`src/rtl/aes_multiblock_fsm_pkg.sv`:
```
`default_nettype none
// ============================================================================
// Package : aes_multiblock_fsm_pkg
// Purpose : Shared types and constants for the multi-block AES control FSM:
//           state enum, key-length codes, error codes and round counts.
// Revision: 1.0 - initial release
// ============================================================================
package aes_multiblock_fsm_pkg;

  typedef enum logic [2:0] {
    ST_IDLE     = 3'd0,
    ST_CHECK    = 3'd1,
    ST_STARTING = 3'd2,
    ST_WORKING  = 3'd3,
    ST_NEXT     = 3'd4,
    ST_FINISHED = 3'd5
  } aes_mb_state_t;

  localparam logic [1:0] KEY_128     = 2'd0;
  localparam logic [1:0] KEY_192     = 2'd1;
  localparam logic [1:0] KEY_256     = 2'd2;
  localparam logic [1:0] KEY_ILLEGAL = 2'd3;

  localparam logic [1:0] ERR_NONE    = 2'd0;
  localparam logic [1:0] ERR_KEY_LEN = 2'd1;
  localparam logic [1:0] ERR_TIMEOUT = 2'd2;

  localparam logic [3:0] ROUNDS_NONE = 4'd0;
  localparam logic [3:0] ROUNDS_128  = 4'd10;
  localparam logic [3:0] ROUNDS_192  = 4'd12;
  localparam logic [3:0] ROUNDS_256  = 4'd14;

  // Round count for a key-length code; the illegal code maps to 0.
  function automatic logic [3:0] key_rounds(input logic [1:0] key_len);
    logic [3:0] r;
    case (key_len)
      KEY_128: r = ROUNDS_128;
      KEY_192: r = ROUNDS_192;
      KEY_256: r = ROUNDS_256;
      default: r = ROUNDS_NONE;
    endcase
    return r;
  endfunction

endpackage
`default_nettype wire

```
`src/rtl/aes_watchdog.sv`:
```
`default_nettype none
// ============================================================================
// Module  : aes_watchdog
// Purpose : Free-running watchdog for one engine block. Counts while enabled,
//           restarts from zero on request and flags expiry at all-ones.
// Ports   : clk, reset_n (async, active-low), clear_i (sync soft clear),
//           restart_i (force count to 0), enable_i (count this cycle),
//           expired_o (count has reached 2^TMO_W-1)
// Revision: 1.0 - initial release
// ============================================================================
module aes_watchdog #(
  parameter int TMO_W = 12
) (
  input  logic clk,
  input  logic reset_n,
  input  logic clear_i,
  input  logic restart_i,
  input  logic enable_i,
  output logic expired_o
);

  logic [TMO_W-1:0] cnt_q;
  logic [TMO_W-1:0] cnt_d;

  assign expired_o = &cnt_q;

  // Saturates at all-ones so an enabled-but-ignored watchdog never wraps
  // back to a non-expired value.
  always_comb begin
    cnt_d = cnt_q;
    if (restart_i) begin
      cnt_d = '0;
    end else if (enable_i && !expired_o) begin
      cnt_d = cnt_q + 1'b1;
    end
  end

  always_ff @(posedge clk or negedge reset_n) begin
    if (!reset_n) begin
      cnt_q <= '0;
    end else if (clear_i) begin
      cnt_q <= '0;
    end else begin
      cnt_q <= cnt_d;
    end
  end

endmodule
`default_nettype wire

```
`src/rtl/aes_multiblock_fsm.sv`:
```
`default_nettype none
// ============================================================================
// Module  : aes_multiblock_fsm
// Purpose : Control FSM for the AES HWPE. Runs a job of N consecutive
//           128-bit blocks: per block it requests source/sink streamers at
//           advancing base addresses, starts the engine and waits for the
//           engine's completion under a watchdog.
// Ports   : clk, reset_n (async active-low), clear (sync soft clear)
//           slave side : start_i, n_blocks_i, key_len_i, src_base_i,
//                        dst_base_i -> busy_o, done_o, error_o, blk_cnt_o
//           streamers  : src/snk_ready_i -> src/snk_req_o, src/dst_addr_o,
//                        line_len_o
//           engine     : eng_done_i -> eng_start_o, eng_enable_o,
//                        eng_clear_o, rounds_o
// Revision: 1.0 - initial release
// ============================================================================
module aes_multiblock_fsm
  import aes_multiblock_fsm_pkg::*;
#(
  parameter int ADDR_W        = 32,
  parameter int BLK_BYTES     = 16,
  parameter int WORDS_PER_BLK = 4,
  parameter int NBLK_W        = 16,
  parameter int TMO_W         = 12
) (
  input  logic              clk,
  input  logic              reset_n,
  input  logic              clear,
  input  logic              start_i,
  input  logic [NBLK_W-1:0] n_blocks_i,
  input  logic [1:0]        key_len_i,
  input  logic [ADDR_W-1:0] src_base_i,
  input  logic [ADDR_W-1:0] dst_base_i,
  input  logic              src_ready_i,
  input  logic              snk_ready_i,
  input  logic              eng_done_i,
  output logic              src_req_o,
  output logic              snk_req_o,
  output logic [ADDR_W-1:0] src_addr_o,
  output logic [ADDR_W-1:0] dst_addr_o,
  output logic [15:0]       line_len_o,
  output logic              eng_start_o,
  output logic              eng_enable_o,
  output logic              eng_clear_o,
  output logic [3:0]        rounds_o,
  output logic              busy_o,
  output logic              done_o,
  output logic [1:0]        error_o,
  output logic [NBLK_W-1:0] blk_cnt_o
);

  aes_mb_state_t     state_q, state_d;
  logic [NBLK_W-1:0] n_blocks_q, n_blocks_d;
  logic              key_bad_q, key_bad_d;
  logic [3:0]        rounds_q, rounds_d;
  logic [ADDR_W-1:0] src_addr_q, src_addr_d;
  logic [ADDR_W-1:0] dst_addr_q, dst_addr_d;
  logic [NBLK_W-1:0] blk_cnt_q, blk_cnt_d;
  logic [1:0]        error_q, error_d;

  logic              wd_restart;
  logic              wd_enable;
  logic              wd_expired;
  logic [NBLK_W-1:0] blk_inc;

  assign blk_inc = blk_cnt_q + 1'b1;

  aes_watchdog #(
    .TMO_W(TMO_W)
  ) u_watchdog (
    .clk      (clk),
    .reset_n  (reset_n),
    .clear_i  (clear),
    .restart_i(wd_restart),
    .enable_i (wd_enable),
    .expired_o(wd_expired)
  );

  always_comb begin
    state_d      = state_q;
    n_blocks_d   = n_blocks_q;
    key_bad_d    = key_bad_q;
    rounds_d     = rounds_q;
    src_addr_d   = src_addr_q;
    dst_addr_d   = dst_addr_q;
    blk_cnt_d    = blk_cnt_q;
    error_d      = error_q;
    src_req_o    = 1'b0;
    snk_req_o    = 1'b0;
    eng_start_o  = 1'b0;
    eng_enable_o = 1'b0;
    eng_clear_o  = 1'b0;
    done_o       = 1'b0;
    wd_restart   = 1'b0;
    wd_enable    = 1'b0;

    case (state_q)
      ST_IDLE: begin
        eng_clear_o = 1'b1;
        if (start_i) begin
          n_blocks_d = n_blocks_i;
          key_bad_d  = (key_len_i == KEY_ILLEGAL);
          rounds_d   = key_rounds(key_len_i);
          src_addr_d = src_base_i;
          dst_addr_d = dst_base_i;
          blk_cnt_d  = '0;
          error_d    = ERR_NONE;
          state_d    = ST_CHECK;
        end
      end

      ST_CHECK: begin
        if (key_bad_q) begin
          error_d = ERR_KEY_LEN;
          state_d = ST_FINISHED;
        end else if (n_blocks_q == '0) begin
          state_d = ST_FINISHED;
        end else begin
          state_d = ST_STARTING;
        end
      end

      ST_STARTING: begin
        src_req_o    = 1'b1;
        snk_req_o    = 1'b1;
        eng_start_o  = 1'b1;
        eng_enable_o = 1'b1;
        // Hold the watchdog at zero so it reads 0 on the first WORKING cycle.
        wd_restart   = 1'b1;
        if (src_ready_i && snk_ready_i) begin
          state_d = ST_WORKING;
        end
      end

      ST_WORKING: begin
        eng_enable_o = 1'b1;
        wd_enable    = 1'b1;
        // Completion is tested before expiry so a done on the timeout
        // cycle still counts as a good block.
        if (eng_done_i) begin
          blk_cnt_d = blk_inc;
          state_d   = (blk_inc == n_blocks_q) ? ST_FINISHED : ST_NEXT;
        end else if (wd_expired) begin
          error_d = ERR_TIMEOUT;
          state_d = ST_FINISHED;
        end
      end

      ST_NEXT: begin
        src_addr_d = src_addr_q + ADDR_W'(BLK_BYTES);
        dst_addr_d = dst_addr_q + ADDR_W'(BLK_BYTES);
        state_d    = ST_STARTING;
      end

      ST_FINISHED: begin
        done_o  = 1'b1;
        state_d = ST_IDLE;
      end

      default: begin
        state_d = ST_IDLE;
      end
    endcase
  end

  always_ff @(posedge clk or negedge reset_n) begin
    if (!reset_n) begin
      state_q    <= ST_IDLE;
      n_blocks_q <= '0;
      key_bad_q  <= 1'b0;
      rounds_q   <= ROUNDS_NONE;
      src_addr_q <= '0;
      dst_addr_q <= '0;
      blk_cnt_q  <= '0;
      error_q    <= ERR_NONE;
    end else if (clear) begin
      state_q    <= ST_IDLE;
      n_blocks_q <= '0;
      key_bad_q  <= 1'b0;
      rounds_q   <= ROUNDS_NONE;
      src_addr_q <= '0;
      dst_addr_q <= '0;
      blk_cnt_q  <= '0;
      error_q    <= ERR_NONE;
    end else begin
      state_q    <= state_d;
      n_blocks_q <= n_blocks_d;
      key_bad_q  <= key_bad_d;
      rounds_q   <= rounds_d;
      src_addr_q <= src_addr_d;
      dst_addr_q <= dst_addr_d;
      blk_cnt_q  <= blk_cnt_d;
      error_q    <= error_d;
    end
  end

  assign src_addr_o = src_addr_q;
  assign dst_addr_o = dst_addr_q;
  assign line_len_o = 16'(WORDS_PER_BLK);
  assign rounds_o   = rounds_q;
  assign busy_o     = (state_q != ST_IDLE);
  assign error_o    = error_q;
  assign blk_cnt_o  = blk_cnt_q;

endmodule
`default_nettype wire

```
`config.mk`:
```
export PLATFORM = sky130hd
export DESIGN_NAME = aes_multiblock_fsm
export DESIGN_NICKNAME = d
export VERILOG_FILES = /design/src/rtl/aes_multiblock_fsm_pkg.sv /design/src/rtl/aes_watchdog.sv /design/src/rtl/aes_multiblock_fsm.sv
export SDC_FILE = /design/constraint.sdc
export NUM_CORES = 1
export LEC_CHECK = 0
export CAP_MARGIN = 5
export CORE_MARGIN = 3
export CORE_UTILIZATION = 51
export CTS_BUF_LIST = sky130_fd_sc_hd__clkbuf_4
export DETAILED_ROUTE_END_ITERATION = 7
export GPL_TIMING_DRIVEN = 0
export PLACE_DENSITY = 0.84
export RECOVER_POWER = 100
export SLEW_MARGIN = 10
export SYNTH_ARGS = -nofsm -noshare
export SYNTH_HDL_FRONTEND = slang
export SYNTH_HIERARCHICAL = 1
export SYNTH_SLANG_ARGS = --single-unit
```
`constraint.sdc`:
```
create_clock -name clk -period 2.54 [get_ports clk]
set_clock_uncertainty 0.05 [all_clocks]
set_input_delay 0.635 -clock clk [delete_from_list [all_inputs] [get_ports clk]]
set_output_delay 0.635 -clock clk [all_outputs]
set_load 0.01 [all_outputs]
```
==> results of run 1 <==
logic make-up after synthesis:
logic type	synth area share, %
AO/OA/AOI/OAI	23.3
adder cells (fa/ha/maj)	1.36
XOR/XNOR	3.46
other	0.102
multiplexers	0.817
flip-flops	39.8
AND/OR/NAND/NOR	24.9
buffers and inverters	6.32
cell usage after synthesis (all sizes together) (3+ instances only):
library cell / count
nand3: 33
a22oi: 14
o21ai: 136
o41ai: 4
or2: 6
a22o: 3
and2: 10
a21oi: 63
o31a: 6
nor4b: 3
nand2b: 23
dfrtp: 117
a31oi: 12
mux2i: 6
ha: 8
xor2: 14
and3: 16
nor4: 15
a211oi: 3
buf: 37
o22ai: 9
nand4: 14
a32oi: 6
and4: 5
clkbuf: 36
o31ai: 11
xnor2: 15
nand2: 104
nor2: 69
or3: 4
nor3: 30
inv: 18
power groups by stage:
stage	combinational [mW]	sequential [mW]	clock [mW]
finish	2.16	2.58	1.22
CTS	2.13	2.56	1.23
floorplan	0.919	2.60	0
global route	2.33	2.62	1.31
global placement	2.04	2.60	0
detailed placement	2.07	2.60	0
layer usage:
layer	global-route usage, %	wire length [µm]	up-vias
li1	-	-	3592
met1	38.7	9610	3703
met2	47.3	11300	426
met3	6.57	2170	70
met4	12.0	861	0
met5	0	0	-
flip-flops by register name (all words and copies together) (netlist names):
| signal | count |
|---|---|
| rounds_o | 3 |
| u_watchdog/cnt_q | 12 |
| error_o | 2 |
| blk_cnt_o | 16 |
| n_blocks_q | 16 |
| dst_addr_o | 32 |
| src_addr_o | 32 |
| state_q | 3 |
| key_bad_q | 1 |
cell type report:
class,count,area share [%]
plain buffers,73,4.25
clock buffers,22,1.69
clock inverters,8,0.628
inverters,18,0.717
multi-input cells,686,41.4
flip-flops and latches,117,30.0
well taps,180,2.31
repair buffers,186,19.0
repair_timing:
item / in CTS / in global routing
gates cloned: 0 / 0
buffers inserted: 3 / 3
setup endpoints to repair: 7 / 7
resized for setup: 24 / 7
pin swaps: 1 / 3
critical path, cell delays in order (launching register included):
cell	delay, ns
dfrtp_2	0.45
clkbuf_8	0.17
nand2b_4	0.16
nor2_4	0.12
buf_4	0.12
clkdlybuf4s15_1	0.22
worst max path at each step:
stage | start | endpoint | slack, ns
2_1_floorplan | blk_cnt_o[0]$_DFFE_PN0P_ | state_q[0]$_DFFE_PN0P_ | 0.42
4_1_cts | state_q[1]$_DFFE_PN0P_ | busy_o | -0.006
5_1_grt | state_q[2]$_DFFE_PN0P_ | snk_req_o | -0.006
3_5_place_dp | start_i | dst_addr_o[8]$_DFFE_PN0P_ | -0.42
6_report | state_q[2]$_DFFE_PN0P_ | snk_req_o | 0.06
3_3_place_gp | reset_n | src_addr_o[3]$_DFFE_PN0P_ | -3.93
==> metrics, run 1 <==
depth of the worst register-to-register path=8; Final Util=69.8%; Cell variety after synth=75; most common cell after layout, fill and taps aside=clkdlybuf4s50_1; initial DRC count=781; Cell Area, Placed=9450 µm²; sequential share of the synthesized area=39.8%; reg2reg end=state_q[0]$_DFFE_PN0P_; Int Power=3.71 mW; Hold Path Sink=error_o[1]$_DFFE_PN0P_; RePlAce Congestion=0.911; Net Switching=2.25 mW; Worst-Margin Slew=1.98 ns; Cell Count, Final, Fillers Out=1290; ys async rst share=100%; Fin Setup TNS=0 ns; CTS Hold Bufs=0; Critical Path AT=1.79 ns; routed len/inst=18.6 µm; CTS tree=built; share of cells above drive strength 1=10.5%; Avg Vias per Cell=6.04; total grt overflow=0; pwr dens=610 nW/µm²; Mapped Cells=879; Place WS=-0.418 ns; PnR worst setup slack=0.0615 ns; Achievable Freq=403 MHz; Starting Density=52.5%; R2R Setup Slk=0.17 ns; LEAKAGE=4.13 nW; Nets=1196; Gate power share=36.2%; reg2reg start=u_watchdog/cnt_q[0]$_DFFE_PN0P_; largest net degree at the start of global routing=73; Seq pwr share=43.3%; DRT Wirelength=23900 µm; Reg clk slew, reported paths=0.09 ns; ANT nets after route=0; commonest non-fill, non-tap cells in the layout=170 x clkdlybuf4s50_1, 132 x o21ai_0, 115 x dfrtp_1; port buffer count=179; main area contributors after synthesis=dfrtp_1 40%, o21ai_0 9.0%, nand2_1 5.3%; Avg Cell Area, Syn=8.36 µm²; failing checks=capacitance limit, slew limit; Power Total=5.96 mW; Post-DP HPWL=17400 µm; row cnt=43; YS warnings=6; first-pass GRT wire length=37800 µm; Max-cap violations=1; Fin. Hold Viols=0; clk_lat worst skew=0.56 ns; Setup Viol. Count Final=0; DRC Markers=0; worst-path fanout max=10; DR pass1 iterations=6; chip width=126 µm; htree depth=4; worst hold slack=0.425 ns; Hold Path Class=input port to flip-flop; Max VDD drop=0.401 mV; flops & latches, synth=117; CTS root buffer=clkbuf_4; Ports=198; antenna violations before repair=0; Synth top area share=39.8%; Post-synth EDFFs=0; Critical Path Sink Type=primary output; vias post-DR=7791; design area=9770 µm²; hold path startpoint=eng_done_i; Die Y=126 µm; main flop type after synthesis=dfrtp_1; die area=15900 µm²; vias in the first global route=7245; Worst Hold Depth=2; antenna fix cells=0; mapped cell area=7350 µm²; Num CTS Buffers=17; P&R area growth vs syn=32.9%; Slew headroom=-32.3%; CP Launch Type=flip-flop; status=finished, violations left; Final Cycle Share=97.6%; Slew Viols, Final=72; area taken by multi-input logic gates=4050 µm²; clock tree buffer depth=2; GR Util All Layers=29.4%; Synth area leader=dfrtp_1; Core Footprint=14000 µm²; min cycle time layout=2.48 ns; Fill cells=1120; Sw Share=37.7%; TritonCTS Sinks=117; Clk network pwr share=20.4%; kind of critical path=flip-flop to primary output; Worst EP required=1.86 ns; FF/Latch Area=2930 µm²; placed cells=1254
(Power assumes the default switching activity.)
==> inputs of run 2 (changes only) <==
--- a/config.mk
+++ b/config.mk
@@ -13,6 +13,7 @@
 export GPL_TIMING_DRIVEN = 0
 export PLACE_DENSITY = 0.84
 export RECOVER_POWER = 100
+export SETUP_SLACK_MARGIN = 0.02
 export SLEW_MARGIN = 10
 export SYNTH_ARGS = -nofsm -noshare
 export SYNTH_HDL_FRONTEND = slang
==> run 2 against run 1 <==
The run still ends with capacitance limit, slew limit left. Via count increased by 1.2%. Register-to-register slack about the same. Final area is 0.29% lower. Wire length is 1.2% higher. Critical path type unchanged. Highest routed layer unchanged.
==> metrics, run 2 (synthesis results as in run 1) <==
status=finished, violations left (unchanged); failing checks=capacitance limit, slew limit (unchanged); most common cell after layout, fill and taps aside=o21ai_0 (was clkdlybuf4s50_1); Int Power=3.65 mW (was 3.71 mW); Fill cells=1116 (was 1120); clock tree buffer depth=2 (unchanged); Clk network pwr share=20.6% (was 20.4%); total grt overflow=0 (unchanged); R2R Setup Slk=0.16 ns (was 0.17 ns); clk_lat worst skew=0.55 ns (was 0.56 ns); Net Switching=2.26 mW (was 2.25 mW); row cnt=43 (unchanged); Gate power share=35.9% (was 36.2%); antenna fix cells=0 (unchanged); worst-path fanout max=4 (was 10); Critical Path AT=1.79 ns (about the same); share of cells above drive strength 1=10.3% (was 10.5%); Final Cycle Share=97.4% (was 97.6%); Cell Area, Placed=9450 µm² (unchanged); Final Util=69.6% (was 69.8%); Avg Vias per Cell=6.09 (was 6.04); Slew headroom=-32.4% (was -32.3%); Worst EP required=1.86 ns (about the same); Worst Hold Depth=2 (unchanged); Post-DP HPWL=17400 µm (unchanged); Hold Path Sink=src_addr_o[0]$_DFFE_PN0P_ (was error_o[1]$_DFFE_PN0P_); Starting Density=52.5% (unchanged); antenna violations before repair=0 (unchanged); design area=9740 µm² (was 9770 µm²); TritonCTS Sinks=117 (unchanged); hold path startpoint=src_addr_o[0]$_DFFE_PN0P_ (was eng_done_i); kind of critical path=flip-flop to primary output (unchanged); die area=15900 µm² (unchanged); PnR worst setup slack=0.0655 ns (was 0.0615 ns); GR Util All Layers=29.7% (was 29.4%); Achievable Freq=404 MHz (was 403 MHz); reg2reg end=src_addr_o[21]$_DFFE_PN0P_ (was state_q[0]$_DFFE_PN0P_); Core Footprint=14000 µm² (unchanged); placed cells=1254 (unchanged); Reg clk slew, reported paths=0.10 ns (was 0.09 ns); ANT nets after route=0 (unchanged); Die Y=126 µm (unchanged); vias post-DR=7882 (was 7791); reg2reg start=src_addr_o[6]$_DFFE_PN0P_ (was u_watchdog/cnt_q[0]$_DFFE_PN0P_); Hold Path Class=flip-flop to flip-flop (was input port to flip-flop); CP Launch Type=flip-flop (unchanged); Fin. Hold Viols=0 (unchanged); Worst-Margin Slew=1.99 ns (was 1.98 ns); Seq pwr share=43.5% (was 43.3%); Sw Share=38.2% (was 37.7%); commonest non-fill, non-tap cells in the layout=133 x o21ai_0, 115 x dfrtp_1, 103 x nand2_1 (was 170 x clkdlybuf4s50_1, 132 x o21ai_0, 115 x dfrtp_1); worst hold slack=0.440 ns (was 0.425 ns); DRT Wirelength=24200 µm (was 23900 µm); RSZ-0062 raised after global routing=yes; vias in the first global route=7309 (was 7245); Num CTS Buffers=17 (unchanged); Setup Viol. Count Final=0 (unchanged); Nets=1200 (was 1196); CTS root buffer=clkbuf_4 (unchanged); area taken by multi-input logic gates=4010 µm² (was 4050 µm²); initial DRC count=918 (was 781); DRC Markers=0 (unchanged); Critical Path Sink Type=primary output (unchanged); CTS tree=built (unchanged); chip width=126 µm (unchanged); routed len/inst=18.7 µm (was 18.6 µm); Cell Count, Final, Fillers Out=1294 (was 1290); first-pass GRT wire length=38000 µm (was 37800 µm); P&R area growth vs syn=32.5% (was 32.9%); htree depth=4 (unchanged); port buffer count=179 (unchanged); Max-cap violations=1 (unchanged); Max VDD drop=0.389 mV (was 0.401 mV); FF/Latch Area=2930 µm² (unchanged); LEAKAGE=4.31 nW (was 4.13 nW); largest net degree at the start of global routing=73 (unchanged); Place WS=-0.418 ns (unchanged); min cycle time layout=2.47 ns (was 2.48 ns); depth of the worst register-to-register path=6 (was 8); RePlAce Congestion=0.911 (unchanged); pwr dens=606 nW/µm² (was 610 nW/µm²); DR pass1 iterations=5 (was 6); Ports=198 (unchanged); Slew Viols, Final=72 (unchanged)
[run 2: changes by cell type in the layout (fill, tap and decap cells not counted), moves of 2 or more]
| cell | change |
|---|---|
| nor4_1 | +2 |
| clkbuf_2 | +3 |
| dlygate4sd3_1 | +84 |
| buf_2 | -2 |
| buf_4 | +3 |
| clkdlybuf4s50_1 | -84 |
| clkbuf_1 | +3 |
[run 2: what timing repair did]
action | CTS | global route
endpoints found under the setup margin | 7 | 11
buffers inserted | 8 | 2
cloned | 0 | 0
hold buffers | 0 | 0
pin swaps | 2 | 2
gates resized for setup | 28 | 8
[run 2: cell type report]
cell class | instances | area share [%]
Buffer | 73 | 4.06
Clock buffer | 22 | 1.70
Clock inverter | 8 | 0.629
Inverter | 18 | 0.719
Multi-Input combinational cell | 686 | 41.1
Sequential cell | 117 | 30.1
Tap cell | 180 | 2.31
Timing Repair Buffer | 190 | 19.4
[run 2: worst max path at each step]
stage / from / endpoint / slack [ns] / cells after the start
2_1_floorplan: blk_cnt_o[0]$_DFFE_PN0P_ / state_q[0]$_DFFE_PN0P_ / 0.42 / 7
3_3_place_gp: reset_n / src_addr_o[3]$_DFFE_PN0P_ / -3.93 / 1
3_5_place_dp: start_i / dst_addr_o[8]$_DFFE_PN0P_ / -0.42 / 7
4_1_cts: state_q[1]$_DFFE_PN0P_ / eng_clear_o / 0.03 / 5
5_1_grt: state_q[2]$_DFFE_PN0P_ / snk_req_o / 0.003 / 5
6_report: state_q[1]$_DFFE_PN0P_ / busy_o / 0.07 / 3
[run 2: power groups by stage]
stage                     combinational [mW]  clock [mW]  sequential [mW]
after floorplan                        0.919           0             2.60
after detailed placement                2.07           0             2.60
after CTS                               2.17        1.23             2.57
final                                   2.12        1.22             2.57
after global routing                    2.29        1.31             2.61
after global placement                  2.04           0             2.60
[run 2: critical path, stage by stage (launching register included)]
cell and delay (ns):
dfrtp_1 0.40, clkbuf_2 0.14, or3_4 0.42, dlygate4sd2_1 0.30
[run 2: per-layer routing]
layer / vias to the layer above / part of all wire, % / GRT usage (%)
li1: 3603 / - / -
met4: 0 / 3.4 / 12.1
met5: - / 0 / 0
met1: 3741 / 39 / 38.9
met3: 60 / 9.5 / 6.57
met2: 478 / 48 / 47.9
[run 2: per-stage QoR]
step | total power [mW] | TNS, ns
floorplan | 3.52 | 0
global placement | 4.64 | -475.36
detailed placement | 4.67 | -17.51
CTS | 5.97 | 0
global route | 6.21 | 0
finish | 5.91 | 0
==> inputs of run 3 (changes only) <==
--- a/config.mk
+++ b/config.mk
@@ -6,9 +6,10 @@
 export NUM_CORES = 1
 export LEC_CHECK = 0
 export CAP_MARGIN = 5
-export CORE_MARGIN = 3
+export CORE_MARGIN = 1
 export CORE_UTILIZATION = 51
 export CTS_BUF_LIST = sky130_fd_sc_hd__clkbuf_4
+export CTS_CLUSTER_SIZE = 20
 export DETAILED_ROUTE_END_ITERATION = 7
 export GPL_TIMING_DRIVEN = 0
 export PLACE_DENSITY = 0.84
==> run 3 against run 2 <==
Count of clock-buffer cells in the layout shrank 1. Combinational power is essentially flat. Total power grew 1.0%. Utilization grew 0.37 points. Worst setup slack gained 0.013 ns. The flow now finishes without violations.
==> metrics, run 3 (synthesis results as in run 1) <==
Reg clk slew, reported paths=0.10 ns (about the same); slowest CP cell=dfrtp_2 (was or3_4); Final Util=70.0% (was 69.6%); Worst EP required=1.86 ns (about the same); reg2reg start=blk_cnt_o[1]$_DFFE_PN0P_ (was src_addr_o[6]$_DFFE_PN0P_); status=completed (was finished, violations left); clock tree buffer depth=2 (unchanged); CTS root buffer=clkbuf_4 (unchanged); GR Util All Layers=31.9% (was 29.7%); clk_lat worst skew=0.56 ns (was 0.55 ns); M1 WL=9020 µm (was 9550 µm); Max VDD drop=0.347 mV (was 0.389 mV); R2R Setup Slk=0.14 ns (was 0.16 ns); Slew headroom=38.8% (was -32.4%); vias post-DR=7818 (was 7882); Worst-Margin Slew=0.918 ns (was 1.99 ns); critical-path cell list=clkbuf_1, clkbuf_8, buf_4, and3_1, dlygate4sd2_1 (was clkbuf_2, or3_4, dlygate4sd2_1); routed len/inst=18.0 µm (was 18.7 µm); Setup Viol. Count Final=0 (unchanged); first-pass GRT wire length=36600 µm (was 38000 µm); vias in the first global route=7152 (was 7309); CTS tree=built (unchanged); row cnt=43 (unchanged); kind of critical path=flip-flop to primary output (unchanged); total grt overflow=0 (unchanged); pwr dens=609 nW/µm² (was 606 nW/µm²); Achievable Freq=406 MHz (was 404 MHz); top routing layer in use=met4 (unchanged); CP peak stage delay=0.41 ns (was 0.42 ns); Max-cap violations=0 (was 1); Ports=198 (unchanged); met3 wire len=2310 µm (was 2290 µm); ANT nets after route=0 (unchanged); Hold Path Sink=error_o[1]$_DFFE_PN0P_ (was src_addr_o[0]$_DFFE_PN0P_); Starting Density=52.5% (unchanged); DR pass1 iterations=5 (unchanged); min cycle time layout=2.46 ns (was 2.47 ns); Worst Hold Depth=2 (unchanged); initial DRC count=795 (was 918); Post-DP HPWL=16600 µm (was 17400 µm); depth of the worst register-to-register path=7 (was 6); CP Launch Type=flip-flop (unchanged); DRC Markers=0 (unchanged); chip width=122 µm (was 126 µm); die area=14900 µm² (was 15900 µm²); Num CTS Buffers=17 (unchanged); RSZ-0062 raised after global routing=yes (unchanged); met2 wire len=11200 µm (was 11500 µm); LEAKAGE=4.33 nW (was 4.31 nW); Hold Path Class=input port to flip-flop (was flip-flop to flip-flop); Slew Viols, Final=0 (was 72); antenna fix cells=0 (unchanged); largest net degree at the start of global routing=84 (was 73); TritonCTS Sinks=117 (unchanged); hold path startpoint=eng_done_i (was src_addr_o[0]$_DFFE_PN0P_); Fin Setup TNS=0 ns (unchanged); delay-heaviest family, CP=buffers and inverters (unchanged); Power Total=5.97 mW (was 5.91 mW); antenna violations before repair=0 (unchanged); worst-path fanout max=2 (was 4); Crit path buffers/inverters=4 (was 2); Core Footprint=14000 µm² (unchanged); P&R area growth vs syn=33.2% (was 32.5%); Die Y=122 µm (was 126 µm); Critical Path Sink Type=primary output (unchanged); Avg Vias per Cell=6.03 (was 6.09); share of cells above drive strength 1=10.4% (was 10.3%); most common cell after layout, fill and taps aside=o21ai_0 (unchanged); Fin. Hold Viols=0 (unchanged); Fill cells=1141 (was 1116); port buffer count=179 (unchanged); DRT Wirelength=23400 µm (was 24200 µm); htree depth=4 (unchanged); RePlAce Congestion=0.941 (was 0.911); reg2reg end=state_q[0]$_DFFE_PN0P_ (was src_addr_o[21]$_DFFE_PN0P_); Nets=1203 (was 1200); commonest non-fill, non-tap cells in the layout=135 x o21ai_0, 114 x dfrtp_1, 103 x nand2_1 (was 133 x o21ai_0, 115 x dfrtp_1, 103 x nand2_1); Final Cycle Share=96.9% (was 97.4%); Critical Path AT=1.78 ns (was 1.79 ns)
[run 3: cell types whose count changed in the layout (fill, tap and decap cells not counted), sizes merged]
| cell | delta |
|---|---|
| buf | -2 |
| bufinv | +1 |
| clkbuf | +3 |
| clkdlybuf4s50 | +1 |
| clkinv | -1 |
[run 3: per-layer routing]
metal	vias up	track usage (%)
met4	0	14.3
met1	3665	40.7
met5	-	0
met3	66	6.46
met2	482	52.1
li1	3605	-
[run 3: layout make-up]
| class | instances | area, µm² | area share, % |
|---|---|---|---|
| sequential | 117 | 2930 | 29.9 |
| clock inverter | 8 | 86.3 | 0.882 |
| timing repair buffer | 193 | 1890 | 19.3 |
| clock buffer | 21 | 158 | 1.61 |
| buffer | 73 | 413 | 4.22 |
| tap | 180 | 225 | 2.30 |
| multi-input combinational | 686 | 4020 | 41.1 |
| inverter | 18 | 67.6 | 0.690 |
[run 3: per-stage QoR]
step / instances / hold slack, ns / cell area, µm² / setup slack (ns)
2_1_floorplan: 894 / 0.289 / 7410 / 0.419
3_3_place_gp: 1253 / 0.412 / 9420 / -3.90
3_5_place_dp: 1254 / 0.421 / 9450 / -0.456
4_1_cts: 1292 / 0.399 / 9800 / 0.0260
5_1_grt: 1296 / 0.412 / 9790 / 0.00926
6_report: 1296 / 0.413 / 9790 / 0.0782
[run 3: report_power, final]
| part | internal [mW] | switching, mW | leakage, nW |
|---|---|---|---|
| Combinational | 0.974 | 1.13 | 2.65 |
| Sequential | 2.16 | 0.409 | 1.55 |
| Clock | 0.596 | 0.701 | 0.141 |
[run 3: worst max path at each step]
stage | startpoint | end | depth (start not counted)
floorplan | blk_cnt_o[0]$_DFFE_PN0P_ | state_q[0]$_DFFE_PN0P_ | 7
global placement | reset_n | dst_addr_o[12]$_DFFE_PN0P_ | 1
detailed placement | clear | state_q[0]$_DFFE_PN0P_ | 8
CTS | state_q[2]$_DFFE_PN0P_ | busy_o | 3
global route | state_q[1]$_DFFE_PN0P_ | busy_o | 3
finish | state_q[2]$_DFFE_PN0P_ | done_o | 5
[run 3: what timing repair did]
action,CTS,global route
hold buffers,1,0
resized for setup,27,11
setup endpoints to repair,8,7
pin swaps,1,3
hold endpoints to repair,34,0
setup buffers,8,4
